`config.mk`:
```
export PLATFORM = sky130hd
export DESIGN_NAME = serializador_param
export DESIGN_NICKNAME = d
export VERILOG_FILES = /design/src/rtl/paralelo_serial_pkg.sv /design/src/rtl/fifo_sync_param.sv /design/src/rtl/serializador_param.sv
export SDC_FILE = /design/constraint.sdc
export NUM_CORES = 1
export LEC_CHECK = 0
export ABC_AREA = 1
export CORE_MARGIN = 3
export CORE_UTILIZATION = 45
export DETAILED_ROUTE_END_ITERATION = 7
export PLACE_DENSITY_LB_ADDON = 0.1
export SLEW_MARGIN = 40
export SYNTH_ARGS = -nofsm -noshare
export SYNTH_HDL_FRONTEND = slang
export SYNTH_SLANG_ARGS = --single-unit
```
`constraint.sdc`:
```
create_clock -name clk_32f -period 3.4 [get_ports clk_32f]
set_input_delay 0.68 -clock clk_32f [delete_from_list [all_inputs] [get_ports clk_32f]]
set_output_delay 0.68 -clock clk_32f [all_outputs]
set_load 0.05 [all_outputs]
```
`src/rtl/paralelo_serial_pkg.sv`:
```
// Shared definitions for the parametrised parallel-to-serial converter:
// FSM state encoding, the default COM/IDLE symbol and a ceil-log2 helper.
package paralelo_serial_pkg;

  typedef enum logic {
    ST_SYNC   = 1'b0,
    ST_ACTIVE = 1'b1
  } state_e;

  localparam logic [7:0] COM_WORD = 8'hBC;

  // Ceil(log2(value)); elaboration-time sizing of counters and pointers.
  function automatic int clog2(input int value);
    int r;
    r = 0;
    while ((1 << r) < value) r++;
    return r;
  endfunction

endpackage

```
`src/rtl/fifo_sync_param.sv`:
```
// Single-clock FIFO with first-word-fall-through head output.
// Push while full and pop while empty are ignored.
module fifo_sync_param
  import paralelo_serial_pkg::*;
#(
  parameter int DATA_WIDTH = 8,
  parameter int FIFO_DEPTH = 4
) (
  input  logic                  clk_i,
  input  logic                  rst_i,
  input  logic                  push_i,
  input  logic [DATA_WIDTH-1:0] din_i,
  input  logic                  pop_i,
  output logic [DATA_WIDTH-1:0] dout_o,
  output logic                  full_o,
  output logic                  empty_o
);

  localparam int PW = (clog2(FIFO_DEPTH) < 1) ? 1 : clog2(FIFO_DEPTH);
  localparam int CW = clog2(FIFO_DEPTH) + 1;

  logic [DATA_WIDTH-1:0] mem_q [FIFO_DEPTH];
  logic [PW-1:0]         wr_ptr_q, rd_ptr_q;
  logic [CW-1:0]         cnt_q, cnt_d;
  logic                  do_push, do_pop;

  assign full_o  = (cnt_q == CW'(FIFO_DEPTH));
  assign empty_o = (cnt_q == '0);
  assign do_push = push_i && !full_o;
  assign do_pop  = pop_i && !empty_o;
  assign dout_o  = mem_q[rd_ptr_q];

  always_comb begin
    cnt_d = cnt_q;
    case ({do_push, do_pop})
      2'b10:   cnt_d = cnt_q + CW'(1);
      2'b01:   cnt_d = cnt_q - CW'(1);
      default: cnt_d = cnt_q;
    endcase
  end

  // Depth is a power of two, so pointers wrap by natural overflow.
  always_ff @(posedge clk_i or posedge rst_i) begin
    if (rst_i) begin
      wr_ptr_q <= '0;
      rd_ptr_q <= '0;
      cnt_q    <= '0;
    end else begin
      cnt_q <= cnt_d;
      if (do_push) wr_ptr_q <= wr_ptr_q + PW'(1);
      if (do_pop)  rd_ptr_q <= rd_ptr_q + PW'(1);
    end
  end

  always_ff @(posedge clk_i) begin
    if (do_push) mem_q[wr_ptr_q] <= din_i;
  end

endmodule

```
`src/rtl/serializador_param.sv`:
```
// Parallel-to-serial converter on the bit clock: words enter a FIFO over
// valid/ready and leave as back-to-back frames, with IDLE inserted when starved.
module serializador_param
  import paralelo_serial_pkg::*;
#(
  parameter int                    DATA_WIDTH = 8,
  parameter logic [DATA_WIDTH-1:0] IDLE_WORD  = DATA_WIDTH'(COM_WORD),
  parameter bit                    MSB_FIRST  = 1'b1,
  parameter int                    FIFO_DEPTH = 4,
  parameter int                    SYNC_WORDS = 2
) (
  input  logic                  clk_32f,
  input  logic                  reset,
  input  logic                  valid_in,
  input  logic [DATA_WIDTH-1:0] data_in,
  output logic                  ready_out,
  output logic                  data_out,
  output logic                  word_start,
  output logic                  sending_idle,
  output logic                  fifo_full,
  output logic                  fifo_empty,
  output logic                  state_dbg
);

  // Handshake: a word moves into the FIFO on every rising edge where
  // valid_in && ready_out; the sender holds data_in/valid_in until then.

  localparam int BW = clog2(DATA_WIDTH);
  localparam int SW = clog2(SYNC_WORDS) + 1;
  localparam logic [BW-1:0] LAST_BIT  = BW'(DATA_WIDTH - 1);
  localparam logic [SW-1:0] LAST_SYNC = SW'(SYNC_WORDS - 1);

  state_e                state_q;
  logic [SW-1:0]         sync_cnt_q;
  logic [BW-1:0]         bit_cnt_q, bit_cnt_d;
  logic [DATA_WIDTH-1:0] shift_q, shift_d, word_d, fifo_head;
  logic                  data_q, word_start_q, sending_idle_q;
  logic                  load, use_idle, push, pop, out_bit_d;

  assign load      = (bit_cnt_q == LAST_BIT);
  assign use_idle  = (state_q == ST_SYNC) || fifo_empty;
  assign pop       = load && !use_idle;
  assign push      = valid_in && !fifo_full;
  assign ready_out = !fifo_full;

  assign data_out     = data_q;
  assign word_start   = word_start_q;
  assign sending_idle = sending_idle_q;
  assign state_dbg    = state_q;

  fifo_sync_param #(
    .DATA_WIDTH(DATA_WIDTH),
    .FIFO_DEPTH(FIFO_DEPTH)
  ) u_fifo (
    .clk_i  (clk_32f),
    .rst_i  (reset),
    .push_i (push),
    .din_i  (data_in),
    .pop_i  (pop),
    .dout_o (fifo_head),
    .full_o (fifo_full),
    .empty_o(fifo_empty)
  );

  // On a load edge the first bit goes straight out and the rest is parked in
  // the shift register, so the frame occupies exactly DATA_WIDTH edges.
  always_comb begin
    bit_cnt_d = load ? '0 : bit_cnt_q + BW'(1);
    word_d    = use_idle ? IDLE_WORD : fifo_head;
    if (MSB_FIRST) begin
      out_bit_d = load ? word_d[DATA_WIDTH-1] : shift_q[DATA_WIDTH-1];
      shift_d   = load ? (word_d << 1) : (shift_q << 1);
    end else begin
      out_bit_d = load ? word_d[0] : shift_q[0];
      shift_d   = load ? (word_d >> 1) : (shift_q >> 1);
    end
  end

  always_ff @(posedge clk_32f or posedge reset) begin
    if (reset) begin
      state_q        <= ST_SYNC;
      sync_cnt_q     <= '0;
      bit_cnt_q      <= LAST_BIT;
      shift_q        <= '0;
      data_q         <= 1'b0;
      word_start_q   <= 1'b0;
      sending_idle_q <= 1'b0;
    end else begin
      bit_cnt_q    <= bit_cnt_d;
      shift_q      <= shift_d;
      data_q       <= out_bit_d;
      word_start_q <= load;
      if (load) sending_idle_q <= use_idle;
      if (load && state_q == ST_SYNC) begin
        sync_cnt_q <= sync_cnt_q + SW'(1);
        if (sync_cnt_q == LAST_SYNC) state_q <= ST_ACTIVE;
      end
    end
  end

endmodule

```
==> results of run 1 <==
==> final cells by class <==
class	count	area (um2)	area share, %
clock buffers	7	97.6	3.69
flip-flops and latches	55	1540	58.2
well taps	67	83.8	3.17
repair buffers	17	170	6.43
multi-input cells	118	656	24.8
inverters	22	90.1	3.41
clock inverters	1	7.51	0.284
==> kinds of logic after synthesis <==
kind of cell / count (synthesis) / share of synthesized area [%]
AO/OA/AOI/OAI: 12 / 3.39
XOR/XNOR: 6 / 2.26
buffers and inverters: 27 / 6.08
AND/OR/NAND/NOR: 91 / 16.9
adder cells (fa/ha/maj): 9 / 5.16
flip-flops: 55 / 66.2
==> layer usage <==
metal,track usage [%],vias up
met4,4.20,0
met3,3.48,5
met5,0,-
met2,22.1,30
met1,17.0,630
li1,-,680
==> flip-flops by register name, summed over array words and instances (netlist names) <==
name / cells
u_fifo.cnt_q: 3
state_dbg: 1
sending_idle: 1
data_out: 1
word_start: 1
u_fifo.mem_q: 32
shift_q: 7
bit_cnt_q: 3
sync_cnt_q: 2
u_fifo.rd_ptr_q: 2
u_fifo.wr_ptr_q: 2
==> cells in the final DEF, fill, tap and decap left out, drive strengths merged <==
cell type	count
xor2	3
inv	22
o21ai	5
edfxtp	32
nor2	21
clkinvlp	1
clkbuf	7
nand2	57
fa	1
clkdlybuf4s50	17
dfrtp	20
dfstp	3
a21oi	7
xnor2	3
ha	8
nand3	13
==> path summary, 6_finish.rpt <==
path                               from               to  slack (ns)  cells past startpoint
setup / recovery           bit_cnt_q[0]  u_fifo.cnt_q[2]        0.81                     11
hold / removal               shift_q[6]       shift_q[7]        0.46                      2
setup reg to reg           bit_cnt_q[0]  u_fifo.cnt_q[2]        0.81                     11
hold reg to reg              shift_q[6]       shift_q[7]        0.46                      2
max in group asynchronous         reset     bit_cnt_q[2]        2.34                      2
min in group asynchronous         reset     sending_idle        0.72                      2
==> worst min-delay path, cell delays in order, from the launching register on <==
cell     delay, ns
dfrtp_1       0.34
nand2_1       0.05
nand2_1       0.05
==> report_power, final <==
| part | leakage, nW | internal (mW) | switching [mW] | total [mW] |
|---|---|---|---|---|
| clock | 0.0496 | 0.190 | 0.200 | 0.390 |
| sequential | 0.562 | 0.876 | 0.112 | 0.988 |
| combinational | 0.515 | 0.222 | 0.438 | 0.660 |
| total | 1.13 | 1.29 | 0.750 | 2.04 |
==> metrics.cfg, run 1 <==
[place]
place_area_um2 = 2530
hpwl_um = 2540
dp.cells = 279
post-place-ws_ns = 0.795
io_buffers = 17
place_congestion = 0.682

[detailed_routing]
post-route-drc-count = 0
wl_per_cell_um = 13.0
finalWirelength_um = 3740
drt_iter0_markers = 116
highest_layer = met4
wl_met1_um = 1720
routed-wl-met3_um = 165
ant_nets = 0
dr_total_vias = 1345
routed_via_density = 4.69
first_pass_iters = 4
wl_met2_um = 1810

[clocking]
cts_hold_buf = 0
cts.repair.resized = 0
cts_buffers = 5
htree_levels = 2
clkLatencyLatePin_ns = 0.30
cts_setup_buffers = 0
clockBufferDepth = 2
cts_tree = built
cts_sinks = 55
path_clk_slew_ns = 0.09
clockRootBuffer = clkbuf_8

[floorplanning]
core.rowCount = 25
dieArea_um2 = 6070
ios = 18
start_util_pct = 48.0
core_um2 = 4850
die_x_um = 77.9
die_h_um = 77.9

[timing]
timing.fmax_mhz = 386
final_hold_viol_count = 0
whs_ns = 0.462
min_period_ns = 2.59
post-route-period-util_pct = 76.2
setup_slack_ns = 0.808
worst_slew_pin_slew_ns = 0.743
slew_violations = 0
tns_ns = 0
setup-violations-final = 0
max_slew_margin_pct = 50.5
rsz0062_at_grt = false
clock_skew_ns = 0.00866

[worst_setup_path]
critPathRequiredTime_ns = 3.63
crit_top_cell = ha_1
worstSetupStartpointType = flop
critPathMaxFanout = 12
path_cells = ha_1 -> ha_1 -> inv_1 -> nor2_8 -> ha_1 -> inv_1 -> fa_1 -> nor2_1 -> nor2_1 -> nand2_1 -> xor2_1
critPathKind = reg2reg
critPathBufInv = 2
arrival_ns = 2.82
end_kind = flop
slowest_stage = dfstp_2
critical-path-top-delay-family = adder cells
cpPeakStageDelay_ns = 0.55

[cells_and_area]
nFillCells = 430
instances_no_fill = 287
num_antenna_cells = 0
final_core_util_pct = 54.6
nNetsFinal = 239
final_area_um2 = 2650
drive_above_1_share_pct = 12.7
area_delta_synth_final_pct = 13.7

[synth]
synth-edff-count = 32
syn_nets = 220
ys.flop_type = edfxtp_1
async_reset_ff_share_pct = 41.8
yosysSeqAreaShare_pct = 66.2
synth_common_cells = nand2_1 (52), edfxtp_1 (32), inv_1 (21)
ys_seq_elements = 55
yosysMostFrequentCell = nand2_1
synthTopCellsByArea = edfxtp_1 (41%), dfrtp_1 (22%), nand2_1 (8.4%)
netlist_instances = 200
yosysTopAreaCell = edfxtp_1
netlist_area_um2 = 2330
netlist.area_leader.share_pct = 41.3
yosysWarningCount = 0
avgSynthCellArea_um2 = 11.6
yosysUniqueCellTypes = 23

[outcome]
status = finished clean

[power_and_ir_drop]
finalPower_mw = 2.04
irDropWorstVdd_mv = 0.386
powerDensity_nw_per_um2 = 771
total_leakage_power_nw = 1.13

[grt]
antenna_found_initial = 0
first_global_vias = 1288
grt_usage_pct = 13.3
grt_pass1_wl_um = 6130
grt_max_degree = 24
overflow = 0

[job]
cap_violations = 0

[min_path]
hold_class = reg2reg

Note: power is estimated with default switching activity, not from simulation.
==> inputs of run 2 (changes only) <==
Clock period 3.4 ns to 2.5 ns, I/O delays scaled along.
==> metrics.cfg, run 2 (synthesized netlist as in run 1, its figures left out) <==
[outcome]
status = finished clean

[timing]
final_hold_viol_count = 0  ; unchanged
worst_slew_pin_slew_ns = 0.714  ; -0.0289 ns
post-route-period-util_pct = 95.0
setup-violations-final = 0  ; unchanged
min_period_ns = 2.38
whs_ns = 0.483  ; +0.0207 ns
setup_slack_ns = 0.124  ; -0.684 ns
max_slew_margin_pct = 52.4  ; +1.9 points
rsz0062_at_grt = false
clock_skew_ns = 0.00977  ; +0.00110 ns
timing.fmax_mhz = 421
tns_ns = 0  ; unchanged
slew_violations = 0  ; unchanged

[grt]
grt_usage_pct = 14.3  ; +1.0 points
grt.met3_usage_pct = 3.36  ; -0.12 points
first_global_vias = 1406  ; +9.2%
grt_busiest_layer = met2
use_met1_pct = 17.5  ; +0.59 points
grt_max_degree = 24  ; unchanged
overflow = 0  ; unchanged
grt_pass1_wl_um = 6600  ; +7.8%
grt_use_met2_pct = 24.7  ; +2.7 points
antenna_found_initial = 0  ; unchanged

[place]
io_buffers = 17  ; unchanged
place_congestion = 0.731  ; +7.2%
hpwl_um = 2730  ; +7.5%
post-place-ws_ns = 0.233  ; -0.562 ns

[floorplanning]
ios = 18  ; unchanged
core.rowCount = 25  ; unchanged
die_h_um = 77.9  ; unchanged
core_um2 = 4850  ; unchanged
start_util_pct = 48.0  ; unchanged
die_x_um = 77.9  ; unchanged
dieArea_um2 = 6070  ; unchanged

[worst_setup_path]
critPathKind = reg2out
arrival_ns = 1.88  ; -0.94 ns
critPathMaxFanout = 3  ; -9
end_kind = output port
worstSetupStartpointType = flop
critPathRequiredTime_ns = 2.00  ; -1.63 ns

[cells_and_area]
layout_commonest_cell = nand2_1
layout_common_cells = nand2_1 (52), edfxtp_1 (32), inv_1 (21)
largest-register = u_fifo.mem_q
multi_input_area_um2 = 646  ; -1.5%
seq_area_um2 = 1540  ; unchanged
nFillCells = 415  ; -3.5%
nNetsFinal = 245  ; +2.5%
reg_top3 = u_fifo.mem_q (32), shift_q (7)
drive_above_1_share_pct = 12.4  ; -0.34 points
area_delta_synth_final_pct = 14.1
num_antenna_cells = 0  ; unchanged
largest_reg_flops = 32  ; unchanged

[clocking]
path_clk_slew_ns = 0.09  ; about the same
cts_buffers = 5  ; unchanged
htree_levels = 2  ; unchanged
cts_tree = built
cts_hold_buf = 0  ; unchanged
cts_setup_buffers = 0  ; unchanged
cts_sinks = 55  ; unchanged
clkLatencyLatePin_ns = 0.30  ; about the same
clockRootBuffer = clkbuf_8
cts.repair.resized = 0  ; unchanged
clockBufferDepth = 2  ; unchanged

[power_and_ir_drop]
irDropWorstVdd_mv = 0.455  ; +18%
total_leakage_power_nw = 1.15  ; +2.3%
p_clk_share_pct = 16.9  ; -2.2 points
powerDensity_nw_per_um2 = 1020  ; +32%
seq_power_share_pct = 49.4  ; +0.9 points
switching_share_pct = 36.9  ; +0.15 points
finalPower_mw = 2.71  ; +33%
pwr-share-comb_pct = 33.7  ; +1.3 points
p_switching_mw = 1.00  ; +34%
internal-power_mw = 1.71  ; +33%

[detailed_routing]
routed_via_density = 4.57  ; -2.5%
post-route-drc-count = 0  ; unchanged
drt_iter0_markers = 68  ; -41%
dr_total_vias = 1339  ; -0.45%
wl_per_cell_um = 13.2  ; +0.94%
first_pass_iters = 4  ; unchanged
ant_nets = 0  ; unchanged
finalWirelength_um = 3860  ; +3.0%

[min_path]
hold_class = reg2reg

[job]
cap_violations = 0  ; unchanged

run 2: per-stage QoR:
| stage | cell area [um2] | std cells | utilization (%) |
|---|---|---|---|
| after floorplan | 2330 | 200 | - |
| after global placement | 2570 | 285 | 53.1 |
| after detailed placement | 2570 | 285 | 53.1 |
| after CTS | 2660 | 293 | 54.8 |
| after global routing | 2660 | 293 | 54.8 |
| final | 2660 | 293 | 54.8 |
run 2: cell type report:
class / instances / share of cell area, %
timing repair buffer: 23 / 8.10
clock inverter: 1 / 0.188
clock buffer: 7 / 2.87
inverter: 22 / 3.39
tap: 67 / 3.16
multi-input combinational: 118 / 24.3
sequential: 55 / 58.0
run 2: final timing paths:
check	cells after the start	start	to	slack, ns
setup / recovery	4	u_fifo.cnt_q[0]	fifo_full	0.12
hold / removal	2	shift_q[6]	shift_q[7]	0.48
setup reg to reg	11	bit_cnt_q[0]	u_fifo.cnt_q[2]	0.25
hold reg to reg	2	shift_q[6]	shift_q[7]	0.48
max in group asynchronous	3	reset	bit_cnt_q[0]	1.68
min in group asynchronous	3	reset	sending_idle	0.53
run 2: metal layers:
layer,part of all wire [%],up-vias
met4,1.1,0
li1,-,689
met1,45,624
met5,0,-
met2,51,20
met3,3.4,6
run 2: power by group through the flow:
stage          combinational (mW)  clock (mW)  sequential, mW
2_1_floorplan               0.719           0            1.33
3_3_place_gp                0.893           0            1.35
3_5_place_dp                0.935           0            1.37
4_1_cts                     0.942       0.470            1.34
5_1_grt                      1.04       0.513            1.37
6_report                    0.914       0.459            1.34
run 2: worst max-delay path, cell delays in order (launching register included):
cell	delay, ns
dfrtp_1	0.43
nor2_2	0.15
nand2_1	0.13
inv_1	0.07
clkdlybuf4s50_1	0.79
